==> src/rtl/mlp_pkg.sv <==
// Shared types and helper arithmetic for the perceptron trainer.
package mlp_pkg;

  typedef enum logic [2:0] {
    S_IDLE,
    S_FWD_HID,
    S_FWD_OUT,
    S_ERR,
    S_UPD,
    S_DONE
  } state_e;

  localparam int N_IN_DEF     = 4;
  localparam int N_HID_DEF    = 2;
  localparam int X_W_DEF      = 4;
  localparam int W_W_DEF      = 8;
  localparam int H_W_DEF      = 10;
  localparam int ACC_W_DEF    = 24;
  localparam int LR_SHIFT_DEF = 4;

  // Wide signed working type for saturation helpers; every datapath width
  // used here stays well below 64 bits.
  typedef logic signed [63:0] wide_t;

  // Address map: hidden weights w[j][i] first (j-major), then output weights v[j].
  function automatic int nw_of(input int n_in, input int n_hid);
    return n_hid * n_in + n_hid;
  endfunction

  function automatic int vbase_of(input int n_in, input int n_hid);
    return n_hid * n_in;
  endfunction

  // Power-on weight values: w[j][i] = i+1, v[j] = j+1.
  function automatic int def_w(input int i);
    return i + 1;
  endfunction

  function automatic int def_v(input int j);
    return j + 1;
  endfunction

  // Clamp a value to the signed range of the given width.
  function automatic wide_t sat_signed(input wide_t a, input int width);
    wide_t hi;
    wide_t lo;
    hi = (wide_t'(1) <<< (width - 1)) - wide_t'(1);
    lo = -hi - wide_t'(1);
    if (a > hi) return hi;
    if (a < lo) return lo;
    return a;
  endfunction

  // ReLU followed by clamping to the unsigned range of the given width.
  function automatic wide_t relu_sat(input wide_t a, input int width);
    wide_t hi;
    hi = (wide_t'(1) <<< width) - wide_t'(1);
    if (a < wide_t'(0)) return wide_t'(0);
    if (a > hi) return hi;
    return a;
  endfunction

endpackage

==> src/rtl/mlp_trainer_if.sv <==
// Host-facing bus of the perceptron trainer: pass control, data and weight port.
interface mlp_trainer_if
  import mlp_pkg::*;
#(
  parameter int N_IN  = N_IN_DEF,
  parameter int N_HID = N_HID_DEF,
  parameter int X_W   = X_W_DEF,
  parameter int W_W   = W_W_DEF,
  parameter int ACC_W = ACC_W_DEF,
  parameter int AW    = $clog2(N_HID * N_IN + N_HID)
);
  logic                    start_i;
  logic                    train_i;
  logic [N_IN*X_W-1:0]     x_i;
  logic [ACC_W-1:0]        target_i;
  logic                    w_wr_en_i;
  logic [AW-1:0]           w_addr_i;
  logic [W_W-1:0]          w_wr_data_i;
  logic [W_W-1:0]          w_rd_data_o;
  logic                    busy_o;
  logic                    done_o;
  logic [ACC_W-1:0]        y_o;
  logic [ACC_W-1:0]        err_o;

  modport slave (
    input  start_i, train_i, x_i, target_i, w_wr_en_i, w_addr_i, w_wr_data_i,
    output w_rd_data_o, busy_o, done_o, y_o, err_o
  );

  modport master (
    output start_i, train_i, x_i, target_i, w_wr_en_i, w_addr_i, w_wr_data_i,
    input  w_rd_data_o, busy_o, done_o, y_o, err_o
  );
endinterface

==> src/rtl/mlp_mac.sv <==
// Time-shared signed multiply-accumulate. sum_o is the running sum including
// the current product, so callers can capture a finished dot product in the
// same cycle its last term is presented.
module mlp_mac #(
  parameter int A_W   = 25,
  parameter int B_W   = 11,
  parameter int ACC_W = 24
) (
  input  logic                      clk_i,
  input  logic                      rst_i,
  input  logic                      clr_i,
  input  logic                      en_i,
  input  logic signed [A_W-1:0]     a_i,
  input  logic signed [B_W-1:0]     b_i,
  output logic signed [A_W+B_W-1:0] prod_o,
  output logic signed [ACC_W-1:0]   sum_o
);
  localparam int P_W = A_W + B_W;

  logic signed [ACC_W-1:0] acc_q, acc_d;

  // Full-precision product, running sum and accumulator update.
  always_comb begin
    prod_o = P_W'(a_i) * P_W'(b_i);
    sum_o  = (clr_i ? '0 : acc_q) + ACC_W'(prod_o);
    acc_d  = en_i ? sum_o : acc_q;
  end

  // Accumulator register.
  always_ff @(posedge clk_i) begin
    if (rst_i) acc_q <= '0;
    else       acc_q <= acc_d;
  end
endmodule

==> src/rtl/mlp_trainer.sv <==
// Single-hidden-layer ReLU perceptron with one shared MAC, host weight port
// and saturating output-layer training.
module mlp_trainer
  import mlp_pkg::*;
#(
  parameter int N_IN     = N_IN_DEF,
  parameter int N_HID    = N_HID_DEF,
  parameter int X_W      = X_W_DEF,
  parameter int W_W      = W_W_DEF,
  parameter int H_W      = H_W_DEF,
  parameter int ACC_W    = ACC_W_DEF,
  parameter int LR_SHIFT = LR_SHIFT_DEF
) (
  input logic          clk_i,
  input logic          rst_i,
  mlp_trainer_if.slave bus
);
  localparam int NW     = nw_of(N_IN, N_HID);
  localparam int V_BASE = vbase_of(N_IN, N_HID);
  localparam int AW     = $clog2(NW);
  localparam int IW     = (N_IN > 1) ? $clog2(N_IN) : 1;
  localparam int JW     = (N_HID > 1) ? $clog2(N_HID) : 1;
  // MAC operand A carries x, h or err; operand B carries a weight or h.
  localparam int A_W    = ACC_W + 1;
  localparam int B_W    = (W_W > H_W + 1) ? W_W : H_W + 1;
  localparam int P_W    = A_W + B_W;

  state_e                  state_q, state_d;
  logic [IW-1:0]           i_q, i_d;
  logic [JW-1:0]           j_q, j_d;
  logic [N_IN*X_W-1:0]     x_q, x_d;
  logic signed [ACC_W-1:0] target_q, target_d;
  logic                    train_q, train_d;
  logic signed [ACC_W-1:0] y_q, y_d;
  logic signed [ACC_W-1:0] err_q, err_d;
  logic signed [W_W-1:0]   rd_q, rd_d;
  logic [H_W-1:0]          h_q   [N_HID];
  logic [H_W-1:0]          h_d   [N_HID];
  logic signed [W_W-1:0]   wgt_q [NW];
  logic signed [W_W-1:0]   wgt_d [NW];
  logic signed [W_W-1:0]   wgt_def [NW];
  logic [X_W-1:0]          x_arr [N_IN];

  logic                    addr_ok;
  logic [AW-1:0]           hid_idx;
  logic [AW-1:0]           out_idx;
  logic signed [ACC_W-1:0] err_calc;
  wide_t                   upd_w;

  logic                    mac_clr, mac_en;
  logic signed [A_W-1:0]   mac_a;
  logic signed [B_W-1:0]   mac_b;
  logic signed [P_W-1:0]   mac_prod;
  logic signed [ACC_W-1:0] mac_sum;

  for (genvar gi = 0; gi < NW; gi++) begin : g_def
    assign wgt_def[gi] = (gi < V_BASE) ? W_W'(def_w(gi % N_IN)) : W_W'(def_v(gi - V_BASE));
  end

  for (genvar gi = 0; gi < N_IN; gi++) begin : g_x
    assign x_arr[gi] = x_q[gi*X_W +: X_W];
  end

  assign addr_ok = {1'b0, bus.w_addr_i} < (AW+1)'(NW);
  assign hid_idx = AW'(int'(j_q) * N_IN + int'(i_q));
  assign out_idx = AW'(V_BASE + int'(j_q));

  assign bus.busy_o      = (state_q != S_IDLE);
  assign bus.done_o      = (state_q == S_DONE);
  assign bus.y_o         = y_q;
  assign bus.err_o       = err_q;
  assign bus.w_rd_data_o = rd_q;

  mlp_mac #(.A_W(A_W), .B_W(B_W), .ACC_W(ACC_W)) u_mac (
    .clk_i  (clk_i),
    .rst_i  (rst_i),
    .clr_i  (mac_clr),
    .en_i   (mac_en),
    .a_i    (mac_a),
    .b_i    (mac_b),
    .prod_o (mac_prod),
    .sum_o  (mac_sum)
  );

  // Route the operands for the current phase into the shared MAC.
  always_comb begin
    mac_a   = '0;
    mac_b   = '0;
    mac_clr = 1'b0;
    mac_en  = 1'b0;
    case (state_q)
      S_FWD_HID: begin
        mac_a   = A_W'(x_arr[i_q]);
        mac_b   = B_W'(wgt_q[hid_idx]);
        mac_en  = 1'b1;
        mac_clr = (i_q == '0);
      end
      S_FWD_OUT: begin
        mac_a   = A_W'(h_q[j_q]);
        mac_b   = B_W'(wgt_q[out_idx]);
        mac_en  = 1'b1;
        mac_clr = (j_q == '0);
      end
      S_UPD: begin
        mac_a = A_W'(err_q);
        mac_b = B_W'(h_q[j_q]);
      end
      default: ;
    endcase
  end

  // Sequencer, host port and result/weight next-state logic.
  always_comb begin
    state_d  = state_q;
    i_d      = i_q;
    j_d      = j_q;
    x_d      = x_q;
    target_d = target_q;
    train_d  = train_q;
    y_d      = y_q;
    err_d    = err_q;
    h_d      = h_q;
    wgt_d    = wgt_q;
    rd_d     = addr_ok ? wgt_q[bus.w_addr_i] : '0;
    // Difference is formed one bit wider than ACC_W, then clamped.
    err_calc = ACC_W'(sat_signed(wide_t'(target_q) - wide_t'(y_q), ACC_W));
    // Exact err*h product, arithmetic shift, then clamp to the weight range.
    upd_w    = sat_signed(wide_t'(wgt_q[out_idx]) + (wide_t'(mac_prod) >>> LR_SHIFT), W_W);

    case (state_q)
      S_IDLE: begin
        if (bus.w_wr_en_i && addr_ok) wgt_d[bus.w_addr_i] = bus.w_wr_data_i;
        if (bus.start_i) begin
          x_d      = bus.x_i;
          target_d = bus.target_i;
          train_d  = bus.train_i;
          i_d      = '0;
          j_d      = '0;
          state_d  = S_FWD_HID;
        end
      end
      S_FWD_HID: begin
        if (i_q == IW'(N_IN - 1)) begin
          h_d[j_q] = H_W'(relu_sat(wide_t'(mac_sum), H_W));
          i_d      = '0;
          if (j_q == JW'(N_HID - 1)) begin
            j_d     = '0;
            state_d = S_FWD_OUT;
          end else begin
            j_d = j_q + 1'b1;
          end
        end else begin
          i_d = i_q + 1'b1;
        end
      end
      S_FWD_OUT: begin
        if (j_q == JW'(N_HID - 1)) begin
          y_d     = mac_sum;
          j_d     = '0;
          state_d = S_ERR;
        end else begin
          j_d = j_q + 1'b1;
        end
      end
      S_ERR: begin
        err_d   = err_calc;
        state_d = (train_q && (err_calc != '0)) ? S_UPD : S_DONE;
      end
      S_UPD: begin
        wgt_d[out_idx] = W_W'(upd_w);
        if (j_q == JW'(N_HID - 1)) begin
          j_d     = '0;
          state_d = S_DONE;
        end else begin
          j_d = j_q + 1'b1;
        end
      end
      S_DONE: state_d = S_IDLE;
      default: state_d = S_IDLE;
    endcase
  end

  // State, captured pass inputs, results and weight array registers.
  always_ff @(posedge clk_i) begin
    if (rst_i) begin
      state_q  <= S_IDLE;
      i_q      <= '0;
      j_q      <= '0;
      x_q      <= '0;
      target_q <= '0;
      train_q  <= 1'b0;
      y_q      <= '0;
      err_q    <= '0;
      rd_q     <= '0;
      h_q      <= '{default: '0};
      wgt_q    <= wgt_def;
    end else begin
      state_q  <= state_d;
      i_q      <= i_d;
      j_q      <= j_d;
      x_q      <= x_d;
      target_q <= target_d;
      train_q  <= train_d;
      y_q      <= y_d;
      err_q    <= err_d;
      rd_q     <= rd_d;
      h_q      <= h_d;
      wgt_q    <= wgt_d;
    end
  end
endmodule

==> src/flat_wrapper.sv <==
// flat-port wrapper written by rule: the top's interface ports become plain ports
module mlp_trainer_flat import mlp_pkg::*;
#(
  parameter int N_IN     = N_IN_DEF,
  parameter int N_HID    = N_HID_DEF,
  parameter int X_W      = X_W_DEF,
  parameter int W_W      = W_W_DEF,
  parameter int H_W      = H_W_DEF,
  parameter int ACC_W    = ACC_W_DEF,
  parameter int LR_SHIFT = LR_SHIFT_DEF
)
  (clk_i, rst_i, bus_start_i, bus_train_i, bus_x_i, bus_target_i, bus_w_wr_en_i, bus_w_addr_i, bus_w_wr_data_i, bus_w_rd_data_o, bus_busy_o, bus_done_o, bus_y_o, bus_err_o);
  mlp_trainer_if #(.N_IN(N_IN), .N_HID(N_HID), .X_W(X_W), .W_W(W_W), .ACC_W(ACC_W)) bus_i ();
  input logic clk_i;
  input logic rst_i;
  input wire logic [$bits(bus_i.start_i)-1:0] bus_start_i;
  input wire logic [$bits(bus_i.train_i)-1:0] bus_train_i;
  input wire logic [$bits(bus_i.x_i)-1:0] bus_x_i;
  input wire logic [$bits(bus_i.target_i)-1:0] bus_target_i;
  input wire logic [$bits(bus_i.w_wr_en_i)-1:0] bus_w_wr_en_i;
  input wire logic [$bits(bus_i.w_addr_i)-1:0] bus_w_addr_i;
  input wire logic [$bits(bus_i.w_wr_data_i)-1:0] bus_w_wr_data_i;
  output wire logic [$bits(bus_i.w_rd_data_o)-1:0] bus_w_rd_data_o;
  output wire logic [$bits(bus_i.busy_o)-1:0] bus_busy_o;
  output wire logic [$bits(bus_i.done_o)-1:0] bus_done_o;
  output wire logic [$bits(bus_i.y_o)-1:0] bus_y_o;
  output wire logic [$bits(bus_i.err_o)-1:0] bus_err_o;
  assign bus_i.start_i = bus_start_i;
  assign bus_i.train_i = bus_train_i;
  assign bus_i.x_i = bus_x_i;
  assign bus_i.target_i = bus_target_i;
  assign bus_i.w_wr_en_i = bus_w_wr_en_i;
  assign bus_i.w_addr_i = bus_w_addr_i;
  assign bus_i.w_wr_data_i = bus_w_wr_data_i;
  assign bus_w_rd_data_o = bus_i.w_rd_data_o;
  assign bus_busy_o = bus_i.busy_o;
  assign bus_done_o = bus_i.done_o;
  assign bus_y_o = bus_i.y_o;
  assign bus_err_o = bus_i.err_o;
  mlp_trainer #(.N_IN(N_IN), .N_HID(N_HID), .X_W(X_W), .W_W(W_W), .H_W(H_W), .ACC_W(ACC_W), .LR_SHIFT(LR_SHIFT)) u_core (.clk_i(clk_i), .rst_i(rst_i), .bus(bus_i));
endmodule
==> config.mk <==
export PLATFORM = sky130hd
export DESIGN_NAME = mlp_trainer_flat
export DESIGN_NICKNAME = d
export VERILOG_FILES = /design/src/rtl/mlp_pkg.sv /design/src/rtl/mlp_trainer_if.sv /design/src/rtl/mlp_mac.sv /design/src/rtl/mlp_trainer.sv /design/src/flat_wrapper.sv
export SDC_FILE = /design/constraint.sdc
export NUM_CORES = 1
export LEC_CHECK = 0
export BUFFER_PORTS_ARGS = -buffer_cell sky130_fd_sc_hd__buf_2
export CORE_MARGIN = 1.5
export CORE_UTILIZATION = 55
export DETAILED_ROUTE_END_ITERATION = 6
export MAX_ROUTING_LAYER = met4
export PLACE_DENSITY = 0.73
export SLEW_MARGIN = 20
export SYNTH_ARGS = -nofsm -noshare
export SYNTH_HDL_FRONTEND = slang
export SYNTH_HIERARCHICAL = 1
export SYNTH_SLANG_ARGS = --single-unit
==> constraint.sdc <==
create_clock -name clk_i -period 13.4 [get_ports clk_i]
set_input_delay 0 -clock clk_i [delete_from_list [all_inputs] [get_ports clk_i]]
set_output_delay 0 -clock clk_i [all_outputs]
set_load 0.02 [all_outputs]
---- Yosys cells after proc, flatten, opt, wreduce, memory -nomap -nowiden ----
Index checks and enable logic that the tools add are counted.
storage, ports and cells
  bits in registers ....................... 227
  input port bits ......................... 57
operators by class
  add/sub/neg operators ................... 7
  multiply operators ...................... 1
  $lt $le $gt $ge ......................... 15
  eq/ne operators ......................... 12
  multiplexer cells ....................... 72
  bitwise gates (word level) .............. 7
  reduce and logical (&&, ||, !) cells .... 22
operators by type and width
  cell                                                                    number
  80-bit bitwise mux                                                      2
  80-bit case mux with 2 select lines                                     1
  24-bit two-way mux                                                      5
  10-bit two-way mux                                                      10
  8-bit binary-select mux with 4-bit select                               3
  8-bit two-way mux                                                       12
  80-bit two-way mux                                                      1
  25-bit case mux with 3 select lines                                     1
  8-bit demux with 4-bit select                                           2
  25-bit by 11-bit multiplier with 36-bit output                          1
  8-bit by 32-bit adder with 33-bit output                                1
  33-bit by 8-bit > comparator with 1-bit output, second input constant   1
  33-bit by 8-bit < comparator with 1-bit output, second input constant   1
  11-bit case mux with 3 select lines                                     1
  25-bit by 24-bit > comparator with 1-bit output, second input constant  1
  25-bit by 24-bit < comparator with 1-bit output, second input constant  1
  24-bit by 24-bit subtractor with 25-bit output                          1
  24-bit adder                                                            1
  24-bit by 11-bit > comparator with 1-bit output, second input constant  1
  24-bit by 1-bit < comparator with 1-bit output, second input constant   1
  24-bit nonzero test                                                     1
  20-bit bitwise mux                                                      1
  1-bit two-way mux                                                       18
  5-bit >= comparator, second input constant                              3
  37 further kinds                                                        65

---- Logic depth before layout (Yosys ltp) ----
Gate-level depths: netlist of run 1.
  depth after elaboration ................. 20
  gate-level depth with buffers ........... 43
  mapped depth without buffers ............ 38

---- Cells and area by module ----
The synthesis of run 1 kept the hierarchy.
modules (own cells, without submodules)
  module       instances  cells each  area an instance (um2)
  mlp_trainer  1          1531        12812.3
  mlp_mac      1          1354        11765.0

---- Worst setup path after synthesis of run 1 ----
No wires, ideal clock.
  path type ............................... register -> register
  from .................................... reg u_core.i_q[0]
  to ...................................... reg u_core/wgt_q[9] (netlist name)
  arrival ................................. 9.250 ns
  setup slack ............................. 4.062 ns
  cell stages (with the launch flop) ...... 38
  buffers on the path ..................... 5
  cells stage by stage .................... dfxtp_1 clkbuf_1 buf_1 mux4_2 mux2i_1 o221ai_1 clkbuf_1 and2_1 fa_1 inv_1 fa_1 fa_1 fa_1 fa_1 inv_1 ha_1 and3_4 and3_1 [... 2 more ...] a31o_1 o311a_1 o21a_1 nor2_1 xnor2_1 ha_1 clkbuf_1 a21o_1 a21o_1 a21o_1 a21oi_1 nor3_1 and4b_1 nand4_1 o41ai_2 buf_6 nand3_2 a311oi_2
between the ends
  cells in the longest elaborated chain, start to end .. 15
  elaborated cells between the ends (all ways) .. 23
  those cells by class .................... add/sub (2); mul (1); order compare (2); mux (16); bitwise (2)
ends and longest elaborated chain
  item                                                       line                source
  from (decl)                                                mlp_trainer.sv:29   logic [IW-1:0] i_q, i_d;
  from (signal assigned)                                     mlp_trainer.sv:199  i_q <= i_d;
  3-bit by 2-bit adder with 4-bit output (*)                 mlp_trainer.sv:65   assign hid_idx = AW'(int'(j_q) * N_IN + int'(i_q));
  4-bit NOT with 5-bit output (implied by the code) (*)      mlp_trainer.sv:94   mac_b = B_W'(wgt_q[hid_idx]);
  8-bit binary-select mux with 4-bit select (*)              mlp_trainer.sv:94
  8-bit two-way mux (implied by the code) (*) (2 in series)  mlp_trainer.sv:94
  11-bit case mux with 3 select lines (*)                    mlp_trainer.sv:91   case (state_q)
  net u_core.mac_b[4]                                        mlp_trainer.sv:52   logic signed [B_W-1:0] mac_b;
  25-bit by 11-bit multiplier with 36-bit output (*)         mlp_mac.sv:24       prod_o = P_W'(a_i) * P_W'(b_i);
  net u_core.mac_prod[32]                                    mlp_trainer.sv:53   logic signed [P_W-1:0] mac_prod;
  8-bit by 32-bit adder with 33-bit output (*)               mlp_trainer.sv:128  upd_w = sat_signed(wide_t'(wgt_q[out_idx]) + (wide_t'(mac_prod) >>> LR_SHIFT), W_W);
  33-bit by 8-bit < comparator with 1-bit output             mlp_pkg.sv:50       if (a < lo) return lo;
  1-bit two-way mux (2 in series)                            mlp_pkg.sv:50
  8-bit two-way mux                                          mlp_pkg.sv:51       return a;
  8-bit two-way mux (*)                                      mlp_pkg.sv:50
  80-bit bitwise mux (*)                                     mlp_trainer.sv:170  wgt_d[out_idx] = W_W'(upd_w);
  80-bit case mux with 2 select lines (*)                    mlp_trainer.sv:130  case (state_q)
  to (signal assigned)                                       mlp_trainer.sv:196  wgt_q <= wgt_def;
  to (signal assigned)                                       mlp_trainer.sv:208  wgt_q <= wgt_d;
  to (decl)                                                  mlp_trainer.sv:39   logic signed [W_W-1:0] wgt_q [NW];
Mark *: on every way through the listed nets, which the timed path passes. The rest lies on a longest branch. The select of a mux whose other input is x is not followed.
A chain may end at the register's enable or synchronous reset.

---- Worst setup path after layout of run 1 ----
  from .................................... reg u_core.state_q[0]
  to ...................................... reg u_core/wgt_q[3] (netlist name)
between the ends
  cells in the longest elaborated chain, start to end .. 11
  elaborated cells between the ends (all ways) .. 21
  those cells by class .................... add/sub (1); mul (1); order compare (2); eq/ne (4); mux (10); reduce/logical (3)
ends and longest elaborated chain
  item                                                line                source
  from (decl)                                         mlp_trainer.sv:28   state_e state_q, state_d;
  from (signal assigned)                              mlp_trainer.sv:198  state_q <= state_d;
  3-bit equality test, or another cell as far along   mlp_trainer.sv:91
  11-bit case mux with 3 select lines (*)             mlp_trainer.sv:91
  net u_core.mac_b[10]                                mlp_trainer.sv:52
  25-bit by 11-bit multiplier with 36-bit output (*)  mlp_mac.sv:24
  net u_core.mac_prod[21]                             mlp_trainer.sv:53
  8-bit by 32-bit adder with 33-bit output (*)        mlp_trainer.sv:128
  33-bit by 8-bit < comparator with 1-bit output      mlp_pkg.sv:50
  1-bit two-way mux (2 in series)                     mlp_pkg.sv:50
  8-bit two-way mux                                   mlp_pkg.sv:51
  8-bit two-way mux (*)                               mlp_pkg.sv:50
  80-bit bitwise mux (*)                              mlp_trainer.sv:170
  80-bit case mux with 2 select lines (*)             mlp_trainer.sv:130
Marks and branches as above.

==> flow_metrics.tcl, run 1 <==
set metrics [dict create \
    worstPathMaxFanout 15 \
    wl_met1_mm 29.3 \
    grtUsageTotal_pct 31.0 \
    crit_family "adder cells" \
    clock_sinks 227 \
    die_w_um 214 \
    synth_seq_cells 227 \
    worstMarginPinSlew_ns 1.14 \
    wl_met3_mm 4.59 \
    drive_gt1_share_pct 10.1 \
    fin_crit_ns 11.53 \
    routed_wl_mm 69.5 \
    routed.top_layer "met4" \
    drt_iter0_markers 1810 \
    max_stage_delay_ns 0.94 \
    area_delta_synth_final_pct 9.31 \
    drv_cap 0 \
    antenna_found_initial 2 \
    status "finished, final reports clean" \
    gp_routability_congestion 1.01 \
    cts_tree "yes" \
    clk_pin_slew_ns 0.07 \
    cp_data_required_time_ns 13.85 \
    endpoint_kind "flip-flop" \
    synth_area_sq_um 24600 \
    crit_type "flip-flop to flip-flop" \
    final.period_utilization_pct 86.0 \
    fin_nets 3410 \
    core_sq_um 44100 \
    grt_max_degree 106 \
    detail_route.wl_per_cell_um 19.5 \
    die_h_um 214 \
    worst_hold_path_type "input pin to flip-flop" \
    async_flop_share_pct 0 \
    synth_flop_cell "dfxtp_1" \
    ys_warn_count 6 \
    viasPerCell 5.90 \
    yosys.area.top_type_share_pct 20.0 \
    clk_path_buf_depth 3 \
    final_cell_mix "370 x nand2_1, 304 x inv_1, 246 x fa_1, 234 x nor2_1, 225 x dfxtp_1" \
    critPathBufInv 4 \
    synth-edff-count 0 \
    hold_viol_final 0 \
    dpl.hpwl_mm 52.6 \
    setup_viol 0 \
    die_area_sq_um 46000 \
    final_common_cell "nand2_1" \
    hold_buffers 52 \
    ant_nets 0 \
    avgSynthCellArea_sq_um 8.52 \
    cts_made_buffers 23 \
    cp.arrival_ns 11.98 \
    fmax_mhz 86.7 \
    vias 21000 \
    cts_resized 0 \
    grt-ovfl-total 0 \
    start_kind "flip-flop" \
    fin_hold_ws_ns 0.113 \
    drcViolationCount 0 \
    synth_cell_types 98 \
    grt_pass1_vias 21200 \
    post-route-util_pct 60.9 \
    synthCells 2885 \
    yosysSeqAreaShare_pct 18.5 \
    grt_setup_unrepaired "false" \
    ys_top_cells_by_area "fa_1 20%, dfxtp_1 18%, ha_1 7.9%" \
    worstSkewPairLatency_ns 0.54 \
    n_fill_cell 3882 \
    fin_setup_tns_ns 0 \
    power_density_nw_per_um2 59.9 \
    syn_nets 3344 \
    post_cts_buffers 0 \
    initial_core_util_pct 55.7 \
    route.met2.wl_mm 33.2 \
    grt_pass1_wl_mm 112 \
    critPathSlowestCell "o41ai_2" \
    root_buffer "clkbuf_16" \
    relSlewSlack_pct 23.7 \
    rows 77 \
    cts-htree-levels 1 \
    finClkSkew_ns 0.0168 \
    first_pass_iters 6 \
    ios 115 \
    port_buffers 114 \
    synth_top_area_cell "fa_1" \
    slew_violations 0 \
    max-vdd-ir-drop_uv 104 \
    total_leakage_power_nw 12.1 \
]
## layer usage
layer  vias to the layer above  global-route usage, %
li1                       9719                      -
met3                       156                   3.08
met1                     10400                   40.2
met4                         0                   10.5
met2                       776                   50.8
met5                         -                      -
## metrics by stage
step	power (mW)	instances	instance area (sq um)	worst slack [ns]
final	1.61	3560	26900	1.87
after global routing	1.67	3560	26900	1.30
after CTS	1.61	3558	26800	1.94
after detailed placement	0.959	3466	25600	2.02
after global placement	0.954	3466	25600	2.31
after floorplan	0.898	2885	24600	4.06
## worst paths after layout
path	from	slack [ns]	to	depth (start not counted)
hold reg to reg	u_core/h_q[3]	0.46	u_core/h_q[3]	2
hold / removal	bus_w_addr_i[2]	0.11	u_core/bus.w_rd_data_o[1]	4
setup reg to reg	u_core/state_q[0]	1.87	u_core/wgt_q[3]	35
setup / recovery	u_core/state_q[0]	1.87	u_core/wgt_q[3]	35
## power breakdown
part	switching [mW]	leakage (nW)	total (mW)	internal (mW)
combinational	0.158	9.85	0.269	0.110
sequential	0.00941	1.84	0.695	0.686
clock	0.283	0.368	0.647	0.363
## worst register-to-register path, delay by kind of cell (launching register included)
kind | cells | cell delay, ns
adders and majority gates | 7 | 3.38
AOI/OAI and AO/OA | 12 | 2.99
and+or+nand+nor | 11 | 2.95
buffers and inverters | 4 | 1.14
DFF | 1 | 0.57
xor gates and xnor gates | 1 | 0.42
## logic make-up (layout without fill, tap and decap cells)
logic type	Yosys count	after routing	synth area share, %
simple gates	999	999	19.4
buf+inv	459	540	7.28
other cells	0	2	0
flops	227	227	18.5
fa+ha+maj	425	425	28.9
xor+xnor	105	105	3.80
mux	161	161	8.46
compound gates	509	509	13.6
## layout make-up
class                      count  area [sq um]  area share (%)
inverter                     304          1140            4.25
tap                          592           741            2.76
timing repair buffer         196          1320            4.92
clock buffer                  34           697            2.59
multi-input combinational   2199         18400            68.3
clock inverter                 6          56.3           0.210
antenna                        2          5.00          0.0186
sequential                   227          4550            16.9
## synth_stat cells, types with 23 or more instances
cell      instances
a211oi_1         33
a21o_1           27
a21oi_1         192
and2_1          160
clkbuf_1        126
dfxtp_1         227
fa_1            246
ha_1            156
inv_1           304
maj3_1           23
mux2i_1         112
mux4_2           36
nand2_1         370
nand2b_1         32
nand3_1          33
nor2_1          234
nor2b_1          49
nor3_1           28
o21ai_0          68
xnor2_1          56
xor2_1           48
## sequential cells by signal, summed over array words and instances, names as in the netlist
signal,flops
u_core/bus.err_o,24
u_core/wgt_q,80
u_core/h_q,20
u_core/u_mac/acc_q,24
u_core/j_q,1
u_core/x_q,16
u_core/i_q,2
u_core/bus.y_o,24
u_core/target_q,24
u_core/state_q,3
u_core/train_q,1
u_core/bus.w_rd_data_o,8
No activity file was read; power rests on OpenSTA's default activity.
==> run 2: changes to the inputs <==
REMOVE_ABC_BUFFERS = 1   (was default)
==> run 2 against run 1 <==
Compared with the run above: sequential share of layout area fell by 0.19 points; non-clock buffer count rose by 31; critical path depth unchanged; global-route usage decreased by 0.33 points; clock-buffer cell count rose by 1; flip-flop and latch count unchanged; routed wire length is 0.95% lower; combinational power up 6%; final cell count grew 1.0%; largest power group unchanged.
==> flow_metrics.tcl, run 2 (synthesis gave the netlist of run 1 again) <==
set metrics [dict create \
    drv_cap 0 \
    cts_tree "yes" \
    die_h_um 214 \
    viasPerCell 5.84 \
    rr_worst_depth 35 \
    max_stage_delay_ns 0.94 \
    core_sq_um 44100 \
    clock_sinks 227 \
    ios 115 \
    startpoint "u_core/state_q[0]" \
    grt_pass1_wl_mm 111 \
    fin_hold_ws_ns 0.152 \
    dpl.hpwl_mm 51.7 \
    cts-htree-levels 1 \
    setup_viol 0 \
    die_area_sq_um 46000 \
    grt_setup_unrepaired "false" \
    gp_routability_congestion 0.959 \
    worstPathMaxFanout 15 \
    antenna_found_initial 0 \
    rows 77 \
    drive_gt1_share_pct 10.2 \
    fin_crit_ns 11.13 \
    max-vdd-ir-drop_uv 95.8 \
    clk_path_buf_depth 3 \
    root_buffer "clkbuf_16" \
    cp_data_required_time_ns 13.85 \
    final_cell_mix "370 x nand2_1, 304 x inv_1, 246 x fa_1, 233 x nor2_1, 226 x dfxtp_1" \
    final_common_cell "nand2_1" \
    worst_hold_path_type "input pin to flip-flop" \
    first_pass_iters 5 \
    grtUsageTotal_pct 30.6 \
    hold_viol_final 0 \
    r2r_start "u_core/state_q[0]" \
    status "finished, final reports clean" \
    worstSkewPairLatency_ns 0.55 \
    largest_register "u_core/wgt_q" \
    reg2reg_slack_ns 2.27 \
    final.period_utilization_pct 83.1 \
    vias 21000 \
    drt_iter0_markers 1626 \
    grt_pass1_vias 21100 \
    total_leakage_power_nw 12.3 \
    n_fill_cell 3839 \
    grt-ovfl-total 0 \
    routed_wl_mm 68.9 \
    die_w_um 214 \
    fmax_mhz 89.8 \
    power_density_nw_per_um2 61.5 \
    fin_nets 3444 \
    initial_core_util_pct 55.7 \
    diodes 0 \
    clk_pin_slew_ns 0.06 \
    r2r-end "u_core/wgt_q[0]" \
    grt_max_degree 88 \
    port_buffers 114 \
    instances_no_fill 3597 \
    slew_violations 0 \
    finClkSkew_ns 0.0145 \
    drcViolationCount 0 \
    crit_type "flip-flop to flip-flop" \
    dp.cells 3470 \
    cts_made_buffers 26 \
    fin_setup_tns_ns 0 \
    crit_end "u_core/wgt_q[0]" \
    largest_reg_flops 80 \
    relSlewSlack_pct 20.2 \
    post_cts_buffers 0 \
    endpoint_kind "flip-flop" \
    ant_nets 0 \
    start_kind "flip-flop" \
    worstMarginPinSlew_ns 1.19 \
    cp.arrival_ns 11.59 \
    area_delta_synth_final_pct 10.5 \
    critPathSlowestCell "o41ai_2" \
    detail_route.wl_per_cell_um 19.1 \
]
run 2: cell types whose count changed in the layout (fill, tap and decap cells not counted), sizes merged, moves of 2 or more:
| cell | previous run | this run |
|---|---|---|
| dlygate4sd3 | 52 | 79 |
| clkinv | 2 | 9 |
| diode | 2 | 0 |
| buf | 144 | 148 |
run 2: how the worst min path moves through the flow:
| stage | startpoint | to | slack [ns] | cells past startpoint |
|---|---|---|---|---|
| floorplan | rst_i | u_core/wgt_q[3] | 0.07 | 1 |
| finish | bus_w_wr_en_i | u_core/wgt_q[1] | 0.15 | 5 |
| detailed placement | bus_target_i[12] | u_core/target_q[12] | 0.25 | 3 |
| global route | bus_w_addr_i[2] | u_core/bus.w_rd_data_o[7] | 0.19 | 4 |
| CTS | bus_w_wr_en_i | u_core/wgt_q[1] | 0.13 | 5 |
| global placement | bus_x_i[8] | u_core/x_q[8] | 0.24 | 3 |
run 2: layer usage:
metal	track usage (%)	vias up	wire, um
met3	3.73	202	4510
met4	12.3	0	2810
met1	39.4	10200	28900
met5	-	-	0
li1	-	9793	-
met2	49.3	836	32700
run 2: worst max-delay path: cells and delay by family, from the launching register on:
kind	cells	cell delay (ns)
fa+ha+maj	7	3.28
xor+xnor	1	0.20
compound gates	12	3.08
buf+inv	4	1.19
simple gates	11	2.72
flops	1	0.56
run 2: cell type report:
type / instances / area, sq um / area share (%)
inverter: 304 / 1140 / 4.20
tap: 592 / 741 / 2.73
clock buffer: 35 / 746 / 2.75
timing repair buffer: 227 / 1620 / 5.97
multi-input combinational: 2199 / 18300 / 67.3
clock inverter: 13 / 76.3 / 0.281
sequential: 227 / 4550 / 16.7
run 2: where the power goes:
part / switching (mW) / leakage (nW) / internal [mW]
sequential: 0.00772 / 1.84 / 0.686
clock: 0.302 / 0.406 / 0.391
combinational: 0.169 / 10.0 / 0.116
run 2: through the flow:
step / utilization, % / worst slack [ns] / instance area [sq um] / power (mW)
final: 61.6 / 2.27 / 27200 / 1.67
after global routing: 61.6 / 1.53 / 27200 / 1.73
after CTS: 61.5 / 2.38 / 27100 / 1.67
after detailed placement: 57.9 / 2.40 / 25500 / 0.964
after global placement: 57.8 / 2.69 / 25500 / 0.959
after floorplan: - / 3.24 / 23900 / 0.875
run 2: what timing repair did:
action,in CTS,in global routing
hold buffers,79,0
gates resized for setup,0,0
setup endpoints to repair,0,0
hold endpoints to repair,150,0
==> run 3: changes to the inputs <==
ABC_AREA = 1   (was default)
PLACE_DENSITY = 0.75   (was 0.73)
clock period = 9.3 ns   (was 13.4 ns; I/O delays follow)
==> run 3 against run 2 <==
Compared with the run above: the run now ends with design-rule violations left; clock-buffer cell count shrank 1; die area grew 6.2%; combinational power grew to 12 times the previous value.
==> flow_metrics.tcl, run 3 <==
set metrics [dict create \
    status "finished, violations left" \
    violations "design-rule violations" \
    routed_wl_mm 80.7 \
    grt_pass1_vias 24200 \
    synthMuxAreaShare_pct 0.192 \
    total_leakage_power_nw 15.8 \
    initial_core_util_pct 55.9 \
    ios 115 \
    slew_violations 0 \
    dpl.hpwl_mm 62.3 \
    max-vdd-ir-drop_uv 234 \
    fin_nets 4483 \
    synthSimpleGateAreaFrac_pct 23.9 \
    grtUsageTotal_pct 33.0 \
    synth_top_family_by_area "adder cells" \
    critPathSlowestCell "fa_1" \
    ant_nets 0 \
    finClkSkew_ns 0.0154 \
    die_h_um 221 \
    antenna_found_initial 1 \
    synth_top_area_cell "fa_1" \
    fin_setup_tns_ns 0 \
    cp_data_required_time_ns 9.70 \
    r2r_start "u_core/i_q[1]" \
    drive_gt1_share_pct 9.23 \
    yosysSeqAreaShare_pct 17.4 \
    grt_pass1_wl_mm 126 \
    worstHoldPathCells 3 \
    async_flop_share_pct 0 \
    rows 79 \
    max_stage_delay_ns 0.54 \
    largest_reg_flops 80 \
    grt_max_degree 113 \
    synth_fa_ha_area_share_pct 26.3 \
    synth-edff-count 0 \
    drv_cap 0 \
    rr_worst_depth 38 \
    first_pass_iters 7 \
    synth_flop_cell "dfxtp_1" \
    start_kind "flip-flop" \
    n_fill_cell 4334 \
    min_to "u_core/x_q[15]" \
    synthCells 3882 \
    synth_cell_types 58 \
    synth_area_sq_um 26100 \
    die_w_um 221 \
    reg2reg_slack_ns 0.39 \
    clock_sinks 227 \
    crit_type "flip-flop to flip-flop" \
    worstPathMaxFanout 10 \
    cts_tree "yes" \
    fin_hold_ws_ns 0.0655 \
    multi_input_area_sq_um 18200 \
    cts-htree-levels 1 \
    cts_made_buffers 24 \
    grt-ovfl-total 0 \
    synth_xor_area_share_pct 2.57 \
    avgSynthCellArea_sq_um 6.73 \
    endpoint_kind "flip-flop" \
    synth.most_common_cell "nand2_1" \
    ys_warn_count 6 \
    detail_route.wl_per_cell_um 17.4 \
    largest_register "u_core/wgt_q" \
    drt_iter0_markers 2717 \
    gp_routability_congestion 1.00 \
    worstMarginPinSlew_ns 1.10 \
    path_common_cell "nand2_1" \
    ys_top_cells_by_count "953 x nand2_1, 787 x inv_1, 288 x a21oi_1" \
    root_buffer "clkbuf_16" \
    final_cell_mix "951 x nand2_1, 785 x inv_1, 288 x a21oi_1, 244 x fa_1, 243 x nor2_1" \
    clk_pin_slew_ns 0.06 \
    synth_seq_cells 227 \
    worstSkewPairLatency_ns 0.54 \
    synth_compound_area_share_pct 15.7 \
    power_density_nw_per_um2 191 \
    instances_no_fill 4647 \
    relSlewSlack_pct 26.9 \
    die_area_sq_um 48800 \
    critPathBufInv 10 \
    area_delta_synth_final_pct 11.8 \
    viasPerCell 5.55 \
    ys_top_cells_by_area "fa_1 19%, dfxtp_1 17%, nand2_1 14%" \
    finalPower_mw 5.59 \
    min_from "bus_start_i" \
    r2r-end "u_core/h_q[0]" \
    clk_path_buf_depth 3 \
    crit_family "adder cells" \
    final_common_cell "nand2_1" \
    hold_viol_final 0 \
    worst_hold_path_type "input pin to flip-flop" \
    fin_crit_ns 8.91 \
    vias 25800 \
    fmax_mhz 112 \
    setup_viol 0 \
    dp.cells 4518 \
    drcViolationCount 2 \
    final.period_utilization_pct 95.8 \
    yosys.area.top_type_share_pct 18.8 \
    core_sq_um 46800 \
    port_buffers 114 \
    cp.arrival_ns 9.31 \
    area.sequential_sq_um 4550 \
]
[run 3: cell count changes after synthesis, moves of 32 or more]
cell,before,now
nand2_1,370,953
inv_1,304,787
o21ai_0,68,238
and2_1,160,8
nand3_1,33,144
mux2i_1,112,5
a21oi_1,192,288
nor2b_1,49,0
mux4_2,36,0
xnor2_1,56,20
nand2b_1,32,0
[run 3: logic make-up (layout without fill, tap and decap cells)]
group	count (synthesis)	in the layout
other cells	0	1
mux	5	5
buf+inv	958	1113
simple gates	1497	1497
xor+xnor	75	75
fa+ha+maj	402	402
compound gates	718	720
flops	227	227
[run 3: layer usage]
metal / up-vias / share of wire [%] / GRT usage (%)
met3: 184 / 9.1 / 5.72
li1: 12400 / - / -
met1: 12000 / 42 / 43.3
met5: - / 0 / -
met2: 1192 / 46 / 52.4
met4: 0 / 3.3 / 9.37
[run 3: area by class of cell]
| cell class | instances | area share (%) |
|---|---|---|
| inverter | 805 | 10.4 |
| antenna | 1 | 0.00856 |
| clock buffer | 34 | 2.29 |
| tap | 607 | 2.60 |
| multi-input combinational | 2699 | 62.2 |
| timing repair buffer | 266 | 6.59 |
| clock inverter | 7 | 0.385 |
| timing repair inverter | 1 | 0.0257 |
| sequential | 227 | 15.6 |
[run 3: repair_timing]
item	in CTS	in global routing
resized for setup	0	30
buffers inserted	0	9
endpoints found under the setup margin	0	34
hold buffers	75	0
hold endpoints to repair	119	0
[run 3: how the worst max path moves through the flow]
stage	start	end	slack (ns)	cells past startpoint
3_3_place_gp	u_core/state_q[1]	u_core/wgt_q[14]	0.36	40
6_report	u_core/i_q[1]	u_core/h_q[0]	0.39	38
5_1_grt	u_core/state_q[1]	u_core/wgt_q[3]	-0.01	43
4_1_cts	u_core/state_q[1]	u_core/wgt_q[3]	0.26	40
2_1_floorplan	u_core/j_q	u_core/wgt_q[5]	-0.06	45
3_5_place_dp	u_core/state_q[1]	u_core/wgt_q[12]	0.33	40
[run 3: through the flow]
| step | utilization, % | cell area (sq um) | setup WS [ns] |
|---|---|---|---|
| after floorplan | - | 25500 | -0.0574 |
| after global placement | 58.6 | 27400 | 0.363 |
| after detailed placement | 58.6 | 27400 | 0.330 |
| after CTS | 61.9 | 28900 | 0.259 |
| after global routing | 62.5 | 29200 | -0.0130 |
| final | 62.5 | 29200 | 0.392 |
[run 3: worst reg2reg max path, delay by kind of cell, from the launching register on]
family / cells / cell delay [ns]
buffers and inverters: 10 / 1.15
flip-flops: 1 / 0.43
XOR/XNOR: 2 / 0.71
adder cells (fa/ha/maj): 7 / 3.37
AND/OR/NAND/NOR: 12 / 1.83
AO/OA/AOI/OAI: 7 / 1.30
[run 3: power breakdown]
part / total [mW] / internal, mW / switching [mW]
sequential: 1.17 / 1.10 / 0.0729
combinational: 3.43 / 1.08 / 2.35
clock: 0.989 / 0.582 / 0.407
